[src/rtl/fpga_robots_game_sound_pkg.sv]
// Shared definitions for the sound/attention sequencer: pattern IDs,
// FSM state encodings and the note table (divisor and length per note).
package fpga_robots_game_sound_pkg;

    typedef enum logic [1:0] {
        ST_IDLE = 2'd0,
        ST_NOTE = 2'd1,
        ST_GAP  = 2'd2
    } state_t;

    typedef enum logic {
        PAT_SHORT = 1'b0,
        PAT_LONG  = 1'b1
    } pat_t;

    // Number of notes in each pattern
    localparam logic [1:0] SHORT_NOTES = 2'd1;
    localparam logic [1:0] LONG_NOTES  = 2'd3;

    // Pitch divisors (1..4); the tone rate is roughly 573Hz / D
    localparam logic [2:0] SHORT_N0_DIV = 3'd1;
    localparam logic [2:0] LONG_N0_DIV  = 3'd1;
    localparam logic [2:0] LONG_N1_DIV  = 3'd2;
    localparam logic [2:0] LONG_N2_DIV  = 3'd1;

    // Note lengths in video frames
    localparam logic [5:0] SHORT_N0_LEN = 6'd15;
    localparam logic [5:0] LONG_N0_LEN  = 6'd15;
    localparam logic [5:0] LONG_N1_LEN  = 6'd15;
    localparam logic [5:0] LONG_N2_LEN  = 6'd15;

    function automatic logic [1:0] note_count(input pat_t pat);
        return (pat == PAT_LONG) ? LONG_NOTES : SHORT_NOTES;
    endfunction

    function automatic logic [2:0] note_div(input pat_t pat, input logic [1:0] idx);
        logic [2:0] div;
        div = SHORT_N0_DIV;
        if (pat == PAT_LONG) begin
            case (idx)
                2'd0:    div = LONG_N0_DIV;
                2'd1:    div = LONG_N1_DIV;
                default: div = LONG_N2_DIV;
            endcase
        end
        return div;
    endfunction

    function automatic logic [5:0] note_len(input pat_t pat, input logic [1:0] idx);
        logic [5:0] len;
        len = SHORT_N0_LEN;
        if (pat == PAT_LONG) begin
            case (idx)
                2'd0:    len = LONG_N0_LEN;
                2'd1:    len = LONG_N1_LEN;
                default: len = LONG_N2_LEN;
            endcase
        end
        return len;
    endfunction

endpackage

[src/rtl/fpga_robots_game_sound_pitch_div.sv]
// Pitch divider: counts baud8 pulses while a note plays and emits a
// registered one-cycle tone_trigger every D-th pulse.
module sound_pitch_div (
    input  logic       clk,
    input  logic       rst,
    input  logic       clear,
    input  logic       enable,
    input  logic       baud8,
    input  logic [2:0] divisor,
    output logic       tone_trigger
);

    logic [1:0] div_cnt;
    logic [2:0] div_last;
    logic       at_last;

    // Divisor is always 1..4, so D-1 fits the 2-bit counter range
    assign div_last = divisor - 3'd1;
    assign at_last  = ({1'b0, div_cnt} == div_last);

    // Advance on baud8 while enabled; wrap and fire on the last count
    always_ff @(posedge clk) begin
        if (rst) begin
            div_cnt      <= 2'd0;
            tone_trigger <= 1'b0;
        end else if (clear) begin
            div_cnt      <= 2'd0;
            tone_trigger <= 1'b0;
        end else begin
            tone_trigger <= 1'b0;
            if (enable && baud8) begin
                if (at_last) begin
                    div_cnt      <= 2'd0;
                    tone_trigger <= 1'b1;
                end else begin
                    div_cnt <= div_cnt + 2'd1;
                end
            end
        end
    end

endmodule

[src/rtl/fpga_robots_game_sound.sv]
// Sound/attention sequencer: plays short/long beep patterns frame by
// frame, holds one pending request, and drives attention and the tone
// trigger pulse train for the sine generator.
module fpga_robots_game_sound
    import fpga_robots_game_sound_pkg::*;
#(
    parameter int GAP_FRAMES = 3
) (
    input  logic clk,
    input  logic rst,
    input  logic framepulse,
    input  logic baud8,
    input  logic want_short,
    input  logic want_long,
    output logic attention,
    output logic tone_trigger,
    output logic busy
);

    localparam logic [5:0] GAP_LOAD = 6'(GAP_FRAMES);

    state_t     state, next_state;
    pat_t       cur_pat, next_pat;
    logic [1:0] note_idx, next_note_idx;
    logic [5:0] frame_cnt, next_frame_cnt;
    logic       pend_valid, next_pend_valid;
    pat_t       pend_pat, next_pend_pat;

    logic       req_any;
    pat_t       req_pat;
    logic       merged_valid;
    pat_t       merged_pat;
    logic       frame_done;
    logic       last_note;
    logic       note_active;
    logic       div_clear;
    logic [2:0] cur_div;

    assign req_any    = want_short | want_long;
    assign req_pat    = want_long ? PAT_LONG : PAT_SHORT;
    assign frame_done = framepulse && (frame_cnt == 6'd1);
    assign last_note  = (note_idx == (note_count(cur_pat) - 2'd1));
    assign cur_div    = note_div(cur_pat, note_idx);

    // The divider is held off on the cycle a note ends so no trigger
    // leaks into the following gap, idle or next pattern
    assign note_active = (state == ST_NOTE) && !frame_done;

    // Fold this cycle's request into the pending slot: long beats short
    always_comb begin
        merged_valid = pend_valid;
        merged_pat   = pend_pat;
        if (req_any) begin
            merged_valid = 1'b1;
            if (!pend_valid || (req_pat == PAT_LONG)) begin
                merged_pat = req_pat;
            end
        end
    end

    // Next-state, frame countdown, note stepping and pending-slot update
    always_comb begin
        next_state      = state;
        next_pat        = cur_pat;
        next_note_idx   = note_idx;
        next_frame_cnt  = frame_cnt;
        next_pend_valid = pend_valid;
        next_pend_pat   = pend_pat;
        div_clear       = 1'b0;

        case (state)
            ST_IDLE: begin
                if (req_any) begin
                    next_state     = ST_NOTE;
                    next_pat       = req_pat;
                    next_note_idx  = 2'd0;
                    next_frame_cnt = note_len(req_pat, 2'd0);
                    div_clear      = 1'b1;
                end
            end

            ST_NOTE: begin
                next_pend_valid = merged_valid;
                next_pend_pat   = merged_pat;
                if (framepulse && (frame_cnt != 6'd0)) begin
                    next_frame_cnt = frame_cnt - 6'd1;
                end
                if (frame_done) begin
                    if (!last_note) begin
                        next_state     = ST_GAP;
                        next_frame_cnt = GAP_LOAD;
                    end else if (merged_valid) begin
                        next_state      = ST_NOTE;
                        next_pat        = merged_pat;
                        next_note_idx   = 2'd0;
                        next_frame_cnt  = note_len(merged_pat, 2'd0);
                        next_pend_valid = 1'b0;
                        div_clear       = 1'b1;
                    end else begin
                        next_state    = ST_IDLE;
                        next_note_idx = 2'd0;
                    end
                end
            end

            ST_GAP: begin
                next_pend_valid = merged_valid;
                next_pend_pat   = merged_pat;
                if (framepulse && (frame_cnt != 6'd0)) begin
                    next_frame_cnt = frame_cnt - 6'd1;
                end
                if (frame_done) begin
                    next_state     = ST_NOTE;
                    next_note_idx  = note_idx + 2'd1;
                    next_frame_cnt = note_len(cur_pat, note_idx + 2'd1);
                    div_clear      = 1'b1;
                end
            end

            default: begin
                next_state = ST_IDLE;
            end
        endcase
    end

    // State and datapath registers with synchronous reset
    always_ff @(posedge clk) begin
        if (rst) begin
            state      <= ST_IDLE;
            cur_pat    <= PAT_SHORT;
            note_idx   <= 2'd0;
            frame_cnt  <= 6'd0;
            pend_valid <= 1'b0;
            pend_pat   <= PAT_SHORT;
        end else begin
            state      <= next_state;
            cur_pat    <= next_pat;
            note_idx   <= next_note_idx;
            frame_cnt  <= next_frame_cnt;
            pend_valid <= next_pend_valid;
            pend_pat   <= next_pend_pat;
        end
    end

    assign attention = (state != ST_IDLE);
    assign busy      = attention | pend_valid;

    sound_pitch_div u_pitch_div (
        .clk          (clk),
        .rst          (rst),
        .clear        (div_clear),
        .enable       (note_active),
        .baud8        (baud8),
        .divisor      (cur_div),
        .tone_trigger (tone_trigger)
    );

endmodule

[config.mk]
export PLATFORM = sky130hd
export DESIGN_NAME = fpga_robots_game_sound
export DESIGN_NICKNAME = d
export VERILOG_FILES = /design/src/rtl/fpga_robots_game_sound_pkg.sv /design/src/rtl/fpga_robots_game_sound_pitch_div.sv /design/src/rtl/fpga_robots_game_sound.sv
export SDC_FILE = /design/constraint.sdc
export NUM_CORES = 1
export LEC_CHECK = 0
export CORE_MARGIN = 5
export CORE_UTILIZATION = 50
export CTS_CLUSTER_DIAMETER = 100
export DETAILED_ROUTE_END_ITERATION = 10
export PLACE_DENSITY_LB_ADDON = 0.25
export SYNTH_ARGS = -nofsm -noshare
export SYNTH_HDL_FRONTEND = slang
export SYNTH_SLANG_ARGS = --single-unit
[constraint.sdc]
create_clock -name clk -period 1.74 [get_ports clk]
set_input_delay 0.435 -clock clk [delete_from_list [all_inputs] [get_ports clk]]
set_output_delay 0.435 -clock clk [all_outputs]
set_load 0.05 [all_outputs]
# Yosys cells after proc, flatten, opt, wreduce, memory -nomap -nowiden
# Cells that the tools add are included.
dict set report word_totals {
  ff_bits 16
  inputBits 6
  output_inout_bits 3
  wordCells 88
}
dict set report classes {
  n_addsub 5
  eq_ne 11
  n_mux 41
  bitwise_logic 3
  reduce_logical 20
}
# op n
set op_table {}
lappend op_table {{$mux 6} 6}
lappend op_table {{$mux 2} 12}
lappend op_table {{$pmux 6 s3} 1}
lappend op_table {{$mux 1} 17}
lappend op_table {{$pmux 2 s3} 2}
lappend op_table {{$ne 2x2->1 const B} 5}
lappend op_table {{$reduce_and 5->1} 2}
lappend op_table {{$eq 6x1->1 const B} 1}
lappend op_table {{$reduce_bool 2->1} 3}
lappend op_table {{$reduce_bool 6->1} 1}
lappend op_table {{$sub 6x1->6 const B} 1}
lappend op_table {{$add 2x1->2 const B} 2}
lappend op_table {{$eq 2x1->1 const B} 2}
lappend op_table {{$logic_and 1x1->1} 4}
lappend op_table {{$pmux 1 s2} 2}
lappend op_table {{$reduce_or 2->1} 2}
lappend op_table {{$eq 2x3->1} 1}
lappend op_table {{$pmux 1 s3} 1}
lappend op_table {{$reduce_and 3->1} 1}
lappend op_table {{$reduce_bool 3->1} 1}
lappend op_table {{$reduce_or 3->1} 1}
lappend op_table {{$sub 2x1->3 const B} 1}
lappend op_table {{$eq 2x2->1} 1}
lappend op_table {{$eq 2x2->1 const B} 1}
lappend op_table {{7 further kinds} 9}

# Logic depth before layout (Yosys ltp)
# Gate-level depths: netlist of the first run.
dict set report logic_depth {
  word_depth 8
  mapped_depth 8
  depth_no_buf 7
}

# Cells and area by module
# A second synthesis of the first run with hierarchy kept.
dict set report unflattened {
  hier_cells 151
  area_unflattened_um2 1228.7
}
# module instances cells_per_inst area_per_inst_um2 seq_area_each_um2
set by_module_without_submodules {}
lappend by_module_without_submodules {fpga_robots_game_sound 1 130 1041.0 260.2}
lappend by_module_without_submodules {sound_pitch_div 1 21 187.7 60.1}

# Worst setup path after synthesis of the first run
# Ideal clock, no wire load.
dict set report synth_timing {
  path_kind {reg2reg}
  startpoint {reg frame_cnt[2]}
  endpoint {reg note_idx[0]}
  setup_ns 0.129
  arrival_time_ns 1.663
  t_required_ns 1.611
  setup_slack_ns -0.051
  stages_incl_launch_ff 7
  path_buffers 1
  period_less_slack_ns 1.791
  path_cell_list {dfxtp_1 > buf_6 > or4_4 > nor4_2 > o31ai_1 > mux2i_1 > nor2_1}
}
dict set report synth_via {
  elab_chain_cells 4
  word_cells_on_any_way 5
  cone_classes {3 x eq/ne; 2 x reduce/logical}
}
# element line
set synth_rtl {}
lappend synth_rtl {{start, declared} fpga_robots_game_sound.sv:25} ;# logic [5:0] frame_cnt, next_frame_cnt;
lappend synth_rtl {{start signal, assigned} fpga_robots_game_sound.sv:139} ;# frame_cnt <= next_frame_cnt;
lappend synth_rtl {{$eq 6x1->1 *} fpga_robots_game_sound.sv:41} ;# assign frame_done = framepulse && (frame_cnt == 6'd1);
lappend synth_rtl {{$logic_and 1x1->1 *} fpga_robots_game_sound.sv:41}
lappend synth_rtl {{$ne 2x2->1 (no line)} --}
lappend synth_rtl {{$reduce_and 5->1 (no line) *} --}
lappend synth_rtl {{end signal, assigned} fpga_robots_game_sound.sv:138} ;# note_idx <= next_note_idx;
lappend synth_rtl {{end, declared} fpga_robots_game_sound.sv:24} ;# logic [1:0] note_idx, next_note_idx;
# Every way passes the cells marked *; elsewhere a longest branch is shown, timed or not.
# A chain may end at the register's enable or synchronous reset.

# Worst setup path in the final report of the first run
dict set report layout_timing {
  startpoint {reg frame_cnt[5]}
  endpoint {reg state[0]}
}
dict set report layout_via {
  elab_chain_cells 4
  word_cells_on_any_way 5
  cone_classes {3 x eq/ne; 2 x reduce/logical}
}
# element line
set layout_rtl {}
lappend layout_rtl {{$eq 6x1->1 *} fpga_robots_game_sound.sv:41}
lappend layout_rtl {{$logic_and 1x1->1 *} fpga_robots_game_sound.sv:41}
lappend layout_rtl {{$ne 2x2->1 (no line)} --}
lappend layout_rtl {{$reduce_and 3->1 (no line) *} --}
lappend layout_rtl {{end signal, assigned} fpga_robots_game_sound.sv:136} ;# state <= next_state;
lappend layout_rtl {{end, declared} fpga_robots_game_sound.sv:22} ;# state_t state, next_state;
# Marks and branches as above.

==> results of run 1 <==
[registers in the layout (all words and copies together), names as in the netlist]
| name | cells |
|---|---|
| frame_cnt | 6 |
| note_idx | 2 |
| state | 2 |
| u_pitch_div.div_cnt | 2 |
| cur_pat | 1 |
| pend_pat | 1 |
| pend_valid | 1 |
| u_pitch_div.tone_trigger | 1 |
[critical path, stage by stage, from the launching register on]
cell,delay (ns)
dfxtp_2,0.34
or4_4,0.62
o22ai_4,0.21
o21ai_2,0.09
or3_1,0.35
a21oi_1,0.13
[routing by layer]
layer,vias to the layer above,global-route usage
li1,616,-
met1,632,0.235
met2,76,0.345
met3,22,0.0468
met4,0,0.0927
met5,-,0
[layout make-up]
type	count	area (sq um)	area share
clock buffer	4	36.3	0.0210
inverter	14	52.6	0.0303
multi-input combinational	112	922	0.533
sequential	16	325	0.188
tap	28	35.0	0.0202
timing repair buffer	42	360	0.208
[worst min-delay path by stage]
stage | from | to | slack [ns] | cells past startpoint
floorplan | u_pitch_div.div_cnt[1] | u_pitch_div.tone_trigger | 0.42 | 1
global placement | u_pitch_div.div_cnt[1] | u_pitch_div.tone_trigger | 0.44 | 1
detailed placement | u_pitch_div.div_cnt[1] | u_pitch_div.tone_trigger | 0.44 | 1
CTS | u_pitch_div.div_cnt[1] | u_pitch_div.tone_trigger | 0.46 | 1
global route | u_pitch_div.div_cnt[1] | u_pitch_div.tone_trigger | 0.50 | 1
finish | u_pitch_div.div_cnt[1] | u_pitch_div.tone_trigger | 0.47 | 1
[cells in the final DEF (no fill, tap or decap), drive strengths merged, types with 4 or more instances in the layout]
| cell | synthesis | layout |
|---|---|---|
| mux2i | 6 | 6 |
| a211oi | 6 | 6 |
| nand2 | 13 | 13 |
| dfxtp | 16 | 16 |
| inv | 14 | 14 |
| buf | 2 | 37 |
| o21ai | 10 | 10 |
| nor4 | 4 | 4 |
| clkbuf | 2 | 4 |
| nor2 | 19 | 19 |
| a21oi | 10 | 10 |
| ha | 7 | 7 |
[power by group through the flow]
stage	clock, mW	combinational [mW]	sequential, mW
final	0.262	1.46	0.497
after detailed placement	0	1.18	0.491
after global routing	0.279	1.57	0.507
after global placement	0	1.15	0.487
after floorplan	0	0.734	0.487
after CTS	0.255	1.26	0.485
[repair_timing]
action | 4_1_cts | 5_1_grt
hold buffers | 0 | 0
resized for setup | 11 | 30
endpoints found under the setup margin | 15 | 15
hold endpoints to repair | 0 | 0
pin swaps | 4 | 7
buffers inserted | 2 | 2
[Yosys cell counts]
cell | count | share of area
buf_6 | 2 | 0.020
a2111oi_0 | 1 | 0.0077
o21ai_0 | 9 | 0.039
mux2i_1 | 6 | 0.053
a211oi_1 | 5 | 0.033
nand3_1 | 3 | 0.013
xor2_1 | 1 | 0.0077
and3_1 | 2 | 0.011
o21bai_1 | 1 | 0.0066
o41ai_2 | 1 | 0.014
o31ai_1 | 1 | 0.0066
nor2_1 | 19 | 0.063
o41ai_1 | 1 | 0.0077
nor4_2 | 1 | 0.011
a21boi_1 | 1 | 0.0066
o22ai_2 | 1 | 0.011
nand3b_1 | 1 | 0.0066
a311oi_1 | 2 | 0.015
o211a_1 | 1 | 0.0088
o31a_2 | 1 | 0.0088
a211o_1 | 1 | 0.0077
or4_4 | 1 | 0.0099
nor3_1 | 3 | 0.013
nor4_1 | 3 | 0.016
or3_1 | 3 | 0.016
a221oi_1 | 1 | 0.0077
ha_1 | 7 | 0.077
a31o_2 | 1 | 0.0077
a21oi_1 | 10 | 0.044
o21ai_2 | 1 | 0.0077
nand2_1 | 13 | 0.043
o22ai_1 | 2 | 0.011
a31oi_1 | 1 | 0.0055
a211oi_2 | 1 | 0.011
xnor2_1 | 3 | 0.023
nand4_1 | 3 | 0.016
dfxtp_1 | 16 | 0.28
clkbuf_1 | 2 | 0.0066
inv_1 | 14 | 0.046
[cell families after synthesis]
kind of cell	synth area share
buffers and inverters	0.0724
AND/OR/NAND/NOR	0.219
AO/OA/AOI/OAI	0.268
adder cells (fa/ha/maj)	0.0768
flip-flops	0.281
XOR/XNOR	0.0307
multiplexers	0.0526
==> metrics.md, run 1 <==
| Metric | Value |
|---|---|
| Wire length on met3 | 254 microns |
| Highest routed layer | met4 |
| Syn_nets | 159 |
| Final hold slack | 0.473 ns |
| PnR Total Power | 2.22 mW |
| Num rows | 17 |
| P_int | 1.25 mW |
| Achievable frequency | 0.554 GHz |
| Outcome | complete, but fails checks |
| Final ANT Viol Nets | 0 |
| Inserted Diodes | 0 |
| RR Endpoint | state[0] |
| Number of synthesized register bits | 16 |
| Dpl cells | 208 |
| Die width | 57.8 microns |
| Synthesized area per cell | 7.82 sq um |
| Final setup margin | -0.0643 ns |
| RR Startpoint | frame_cnt[5] |
| Nets | 202 |
| Worst Setup SP | frame_cnt[5] |
| Fin crit share | 1.04 |
| Setup WS pre-CTS | -0.437 ns |
| Sw Pwr | 976 uW |
| Initial Util | 0.521 |
| Synthesized area | 0.00114 sq mm |
| Global-route wire length before repair | 5390 microns |
| Routability Congestion | 0.869 |
| Largest net degree at the start of global routing | 11 |
| Post-route DRC | 1 |
| WS Path Type | reg -> reg |
| Vias in the first global route | 1287 |
| Max cap viols | 0 |
| Detail-routed via count per cell | 6.23 |
| Routed length per instance | 16.7 microns |
| Yosys warns | 0 |
| R2R cell count | 5 |
| Cells after Synth | 146 |
| CTS root buf | clkbuf_4 |
| Initial antenna violation count | 0 |
| Worst Path Max Fanout | 5 |
| Final min period | 1.80 ns |
| Clock network power share | 0.118 |
| Total CTS buffers | 3 |
| Slew Limit Fails | 0 |
| Metal2 WL | 1820 microns |
| Peak VDD IR | 1070 uV |
| CTS clk-pin slew, worst paths | 0.11 ns |
| Clk Latency, worst-skew pair | 0.30 ns |
| Worst reg2reg setup slack | -0.06 ns |
| Setup crit end | state[0] |
| Hold Fails Final Rpt | 0 |
| CTS Sinks | 16 |
| Max_slew headroom | 0.606 |
| Worst endpoint required time | 1.97 ns |
| Clock Path Buffers | 2 |
| Crit path DAT | 2.04 ns |
| Crit start category | register |
| Input/output buffers | 8 |
| Share of layout cells above drive strength 1 | 0.410 |
| Vias | 1346 |
| Yosys cell types | 39 |
| Core Util, Final | 0.790 |
| Share of power burned in registers | 0.224 |
| Final Non-Filler Cells | 216 |
| Failing checks | design-rule violations, negative setup slack |
| Io pins | 9 |
| Fin Clk Skew | 0.00649 ns |
| Drt pass-1 iters | 9 |
| Core Region | 0.00219 sq mm |
| Static Leakage | 0.730 nW |
| Crit. End Element | register |
| Worst min path class | reg -> reg |
| Setup TNS | -0.182 ns |
| Die area | 0.00334 sq mm |
| Logic pwr share | 0.658 |
| PD cells | 1280 mW/mm^2 |
| Starting DRT DRC Count | 72 |
| Gr ovfl total | 0 |
| Dpl cell area | 0.00149 sq mm |
| Post-route met1 wirelength | 1380 microns |
| Final instance area | 0.00173 sq mm |
| Filler Cells Inserted | 139 |
| Slew @ Worst Pin | 0.586 ns |
| Die Y | 57.8 microns |
| Htree depth | 1 |
| Register area share after synthesis | 0.281 |
| CTS tree | yes |
| Final setup viols | 6 |
| Switching share of total power | 0.439 |
| Unrepaired setup endpoints after global routing | true |
| Final WL | 3600 microns |
| Layout area overhead | 51.8% |
| Gr usage total | 0.201 |
| DP HPWL | 2420 microns |
(Power assumes the default switching activity.)
==> run 2: changes to the inputs <==
MAX_ROUTING_LAYER = met4   (was unset)
==> metrics.md, run 2 (same netlist as run 1, synthesis figures left out) <==
| Metric | Value |
|---|---|
| Outcome | complete, but fails checks |
| Failing checks | negative setup slack |
| Hold-fix buffers at CTS | 0 |
| R2R cell count | 5 |
| Gr ovfl total | 0 |
| CTS clk-pin slew, worst paths | 0.10 ns |
| Worst reg2reg setup slack | -0.02 ns |
| WS Path Type | reg -> reg |
| Layout area overhead | 46.7% |
| Total CTS buffers | 3 |
| Hold Fails Final Rpt | 0 |
| Endpoint, Worst Hold | u_pitch_div.tone_trigger |
| Final setup margin | -0.0157 ns |
| Global-route wire length before repair | 5620 microns |
| Starting DRT DRC Count | 69 |
| WHS Path Cells | 1 |
| Core Region | 0.00219 sq mm |
| CTS Sinks | 16 |
| Io pins | 9 |
| Unrepaired setup endpoints after global routing | true |
| Slew Limit Fails | 0 |
| Core Util, Final | 0.764 |
| Initial antenna violation count | 0 |
| DP HPWL | 2480 microns |
| Die area | 0.00334 sq mm |
| Max_slew headroom | 0.665 |
| Worst Setup SP | frame_cnt[4] |
| Slew @ Worst Pin | 0.498 ns |
| Die Y | 57.8 microns |
| Initial Util | 0.521 |
| Sw Pwr | 943 uW |
| RR Endpoint | frame_cnt[3] |
| Post-route DRC | 0 |
| Fin crit share | 1.01 |
| Input/output buffers | 8 |
| Routed length per instance | 16.3 microns |
| Crit. End Element | register |
| Num rows | 17 |
| Final setup viols | 2 |
| Final hold slack | 0.464 ns |
| Highest routed layer | met4 |
| Switching share of total power | 0.436 |
| Largest register FFs | 6 |
| Vias | 1300 |
| Vias in the first global route | 1299 |
| Final min period | 1.76 ns |
| Clk Latency, worst-skew pair | 0.30 ns |
| Wire length on met3 | 248 microns |
| Nets | 201 |
| Largest net degree at the start of global routing | 11 |
| Share of layout cells above drive strength 1 | 0.374 |
| Final ANT Viol Nets | 0 |
| PD cells | 1290 mW/mm^2 |
| Peak VDD IR | 1150 uV |
| Drt pass-1 iters | 4 |
| Fin Clk Skew | 0.00179 ns |
| RR Startpoint | frame_cnt[4] |
| CTS tree | yes |
| Detail-routed via count per cell | 6.05 |
| Top reg by flops | frame_cnt |
| Final WL | 3500 microns |
| Share of power burned in registers | 0.225 |
| Worst Path Max Fanout | 5 |
| Crit start category | register |
| Routability Congestion | 0.943 |
| Worst endpoint required time | 1.94 ns |
| Most frequent cells in the layout | buf_4 (34), nor2_1 (17), dfxtp_1 (14) |
| Worst min path class | reg -> reg |
| Gr usage total | 0.220 |
| Clock network power share | 0.122 |
| P_int | 1.22 mW |
| Clock Path Buffers | 2 |
| Hold path start | u_pitch_div.div_cnt[1] |
| Metal2 WL | 1800 microns |
| Die width | 57.8 microns |
| Max cap viols | 0 |
| Commonest non-fill, non-tap cell in the layout | buf_4 |
| Static Leakage | 0.695 nW |
| Post-route met1 wirelength | 1380 microns |
| Logic pwr share | 0.653 |
| Htree depth | 1 |
| Inserted Diodes | 0 |
| CTS root buf | clkbuf_4 |
| Crit path DAT | 1.96 ns |
| Achievable frequency | 0.570 GHz |
## run 2: changes by cell type in the layout (fill, tap and decap cells not counted), sizes merged
cell / previous run / this run
buf: 37 / 36
clkdlybuf4s50: 2 / 3
dlygate4sd2: 1 / 2
dlymetal6s2s: 2 / 0
## run 2: layout make-up
class	count	area [sq um]
sequential	16	323
clock buffer	4	36.3
fill	144	517
timing repair buffer	41	343
multi-input combinational	112	885
tap	28	35.0
inverter	14	52.6
## run 2: power groups by stage
| stage | combinational, mW | sequential [mW] | clock (mW) |
|---|---|---|---|
| floorplan | 0.734 | 0.487 | 0 |
| global placement | 1.17 | 0.484 | 0 |
| detailed placement | 1.20 | 0.488 | 0 |
| CTS | 1.27 | 0.480 | 0.265 |
| global route | 1.51 | 0.498 | 0.288 |
| finish | 1.41 | 0.487 | 0.264 |
## run 2: worst max path at each step
stage	depth (start not counted)	slack (ns)	to
2_1_floorplan	6	-0.01	note_idx[0]
3_3_place_gp	6	-0.36	frame_cnt[2]
3_5_place_dp	8	-0.43	u_pitch_div.tone_trigger
4_1_cts	5	-0.01	frame_cnt[2]
5_1_grt	5	-0.1	note_idx[0]
6_report	5	-0.02	frame_cnt[3]
## run 2: timing repair
item | 4_1_cts | 5_1_grt
setup buffers | 1 | 0
pin swaps | 4 | 0
setup endpoints to repair | 9 | 16
gates resized for setup | 10 | 21
## run 2: critical path, cell delays in order, from the launching register on
cell and delay [ns]:
dfxtp_1 0.33, or4_4 0.61, a2111oi_1 0.42, o21ai_0 0.15
nand2_1 0.08, a211oi_1 0.07
## run 2: through the flow
stage / setup TNS [ns] / setup WS (ns) / total power, mW / instances / area [sq um]
final: -0.0276 / -0.0157 / 2.16 / 215 / 1670
after floorplan: -0.0254 / -0.0143 / 1.22 / 146 / 1160
after detailed placement: -4.43 / -0.433 / 1.69 / 210 / 1500
after global placement: -3.75 / -0.365 / 1.65 / 210 / 1500
after CTS: -0.0229 / -0.0122 / 2.02 / 215 / 1570
after global routing: -0.625 / -0.0951 / 2.29 / 215 / 1670
## run 2: routing by layer
metal	vias to the layer above	global-route usage
met1	611	0.238
met5	-	-
met3	8	0.0512
met2	64	0.381
met4	0	0.0960
li1	617	-
==> run 3: changes to the inputs <==
CTS_BUF_LIST = sky130_fd_sc_hd__clkbuf_4   (was unset)
==> metrics.md, run 3 (same netlist as run 1, synthesis figures left out) <==
| Metric | Value |
|---|---|
| RR Endpoint | state[0] |
| Fin crit share | 1.02 |
| Crit. End Element | register |
| Routability Congestion | 0.943 |
| Core Region | 0.00219 sq mm |
| Crit. path cell count | 5 |
| Largest register FFs | 6 |
| Final min period | 1.77 ns |
| WS Path Type | reg -> reg |
| Total CTS buffers | 3 |
| Commonest non-fill, non-tap cell in the layout | buf_4 |
| Die area | 0.00334 sq mm |
| Routed length per instance | 16.0 microns |
| CTS clk-pin slew, worst paths | 0.10 ns |
| Hold path start | u_pitch_div.div_cnt[1] |
| Worst endpoint required time | 1.98 ns |
| Slew Limit Fails | 0 |
| Gr ovfl total | 0 |
| Nets | 201 |
| P_int | 1.17 mW |
| Htree depth | 1 |
| Worst min path class | reg -> reg |
| Crit-path slowest cell | or4_4 |
| Largest delay share family, worst path | simple AND/OR/NAND/NOR gates |
| Sum of buffers and inverters on the critical path | 0 |
| Gr usage total | 0.208 |
| Most frequent cells in the layout | buf_4 (34), nor2_1 (17), dfxtp_1 (14) |
| Sw Pwr | 930 uW |
| Crit start category | register |
| Max cap viols | 0 |
| Endpoint, Worst Hold | u_pitch_div.tone_trigger |
| Slew @ Worst Pin | 0.491 ns |
| Filler Cells Inserted | 147 |
| Drt pass-1 iters | 4 |
| PD cells | 1270 mW/mm^2 |
| Die width | 57.8 microns |
| R2R cell count | 5 |
| Dpl cell area | 0.00150 sq mm |
| Input/output buffers | 8 |
| Initial antenna violation count | 0 |
| Clk Latency, worst-skew pair | 0.30 ns |
| Static Leakage | 0.690 nW |
| Vias in the first global route | 1252 |
| Layout area overhead | 44.7% |
| RR Startpoint | frame_cnt[4] |
| Crit path DAT | 2.01 ns |
| Worst Path Max Fanout | 5 |
| Share of layout cells above drive strength 1 | 0.364 |
| Cells along the critical path | or4_4 -> o22ai_4 -> o21ai_2 -> or3_4 -> a21oi_2 |
| Logic pwr share | 0.664 |
| Max_slew headroom | 0.670 |
| Hold Fails Final Rpt | 0 |
| Final hold slack | 0.464 ns |
| Share of power burned in registers | 0.233 |
| Final WL | 3430 microns |
| Peak VDD IR | 1350 uV |
| Die Y | 57.8 microns |
| Dpl cells | 210 |
| Top reg by flops | frame_cnt |
| Post-route DRC | 0 |
| Clock Path Buffers | 2 |
| Switching share of total power | 0.444 |
| DP HPWL | 2480 microns |
| Outcome | complete, but fails checks |
| Final Non-Filler Cells | 215 |
| Clock network power share | 0.103 |
| Unrepaired setup endpoints after global routing | true |
| Failing checks | negative setup slack |
| Setup WS pre-CTS | -0.433 ns |
| CTS root buf | clkbuf_4 |
| CTS Sinks | 16 |
| PnR Total Power | 2.10 mW |
| Worst reg2reg setup slack | -0.03 ns |
| Vias | 1277 |
| Global-route wire length before repair | 5390 microns |
| Inserted Diodes | 0 |
| Final setup margin | -0.0317 ns |
| Final setup viols | 4 |
| Fin Clk Skew | 0.00181 ns |
| WHS Path Cells | 1 |
| Io pins | 9 |
| Num rows | 17 |
| Final ANT Viol Nets | 0 |
| Critical path's largest stage delay | 0.61 ns |
| Starting DRT DRC Count | 48 |
| CTS tree | yes |
| Largest net degree at the start of global routing | 11 |
| Initial Util | 0.521 |
| Detail-routed via count per cell | 5.94 |
| Achievable frequency | 0.564 GHz |
| Final instance area | 0.00165 sq mm |
run 3: layout make-up:
class                   instances  area [sq um]  share of cell area
clock inverters                 1          3.75             0.00227
flip-flops and latches         16           323               0.195
multi-input cells             112           872               0.528
clock buffers                   3          22.5              0.0136
well taps                      28          35.0              0.0212
inverters                      14          52.6              0.0318
repair buffers                 41           343               0.208
run 3: metal layers:
layer | GRT usage | vias to the layer above | share of wire
met5 | - | - | 0
met2 | 0.356 | 48 | 0.49
li1 | - | 616 | -
met1 | 0.239 | 602 | 0.44
met3 | 0.0445 | 11 | 0.047
met4 | 0.0662 | 0 | 0.024
run 3: how the worst max path moves through the flow:
| stage | startpoint | to | slack [ns] |
|---|---|---|---|
| floorplan | frame_cnt[3] | note_idx[0] | -0.01 |
| global placement | framepulse | frame_cnt[2] | -0.36 |
| detailed placement | want_long | u_pitch_div.tone_trigger | -0.43 |
| CTS | frame_cnt[4] | frame_cnt[3] | -0.009 |
| global route | want_short | u_pitch_div.tone_trigger | -0.08 |
| finish | frame_cnt[4] | state[0] | -0.03 |
run 3: power by group through the flow:
stage | Combinational (mW) | Clock [mW] | Sequential [mW]
6_report | 1.39 | 0.216 | 0.489
2_1_floorplan | 0.734 | 0 | 0.487
5_1_grt | 1.49 | 0.235 | 0.500
3_3_place_gp | 1.17 | 0 | 0.484
4_1_cts | 1.25 | 0.214 | 0.481
3_5_place_dp | 1.20 | 0 | 0.488
run 3: what timing repair did:
item,CTS,global route
endpoints found under the hold margin,0,0
setup buffers,0,1
endpoints found under the setup margin,9,15
hold buffers,0,0
pin swaps,3,1
gates resized for setup,10,18
run 3: through the flow:
step | util | TNS (ns)
final | 0.754 | -0.0799
after global routing | 0.754 | -0.605
after floorplan | - | -0.0254
after CTS | 0.711 | -0.0177
after global placement | 0.685 | -3.75
after detailed placement | 0.685 | -4.43
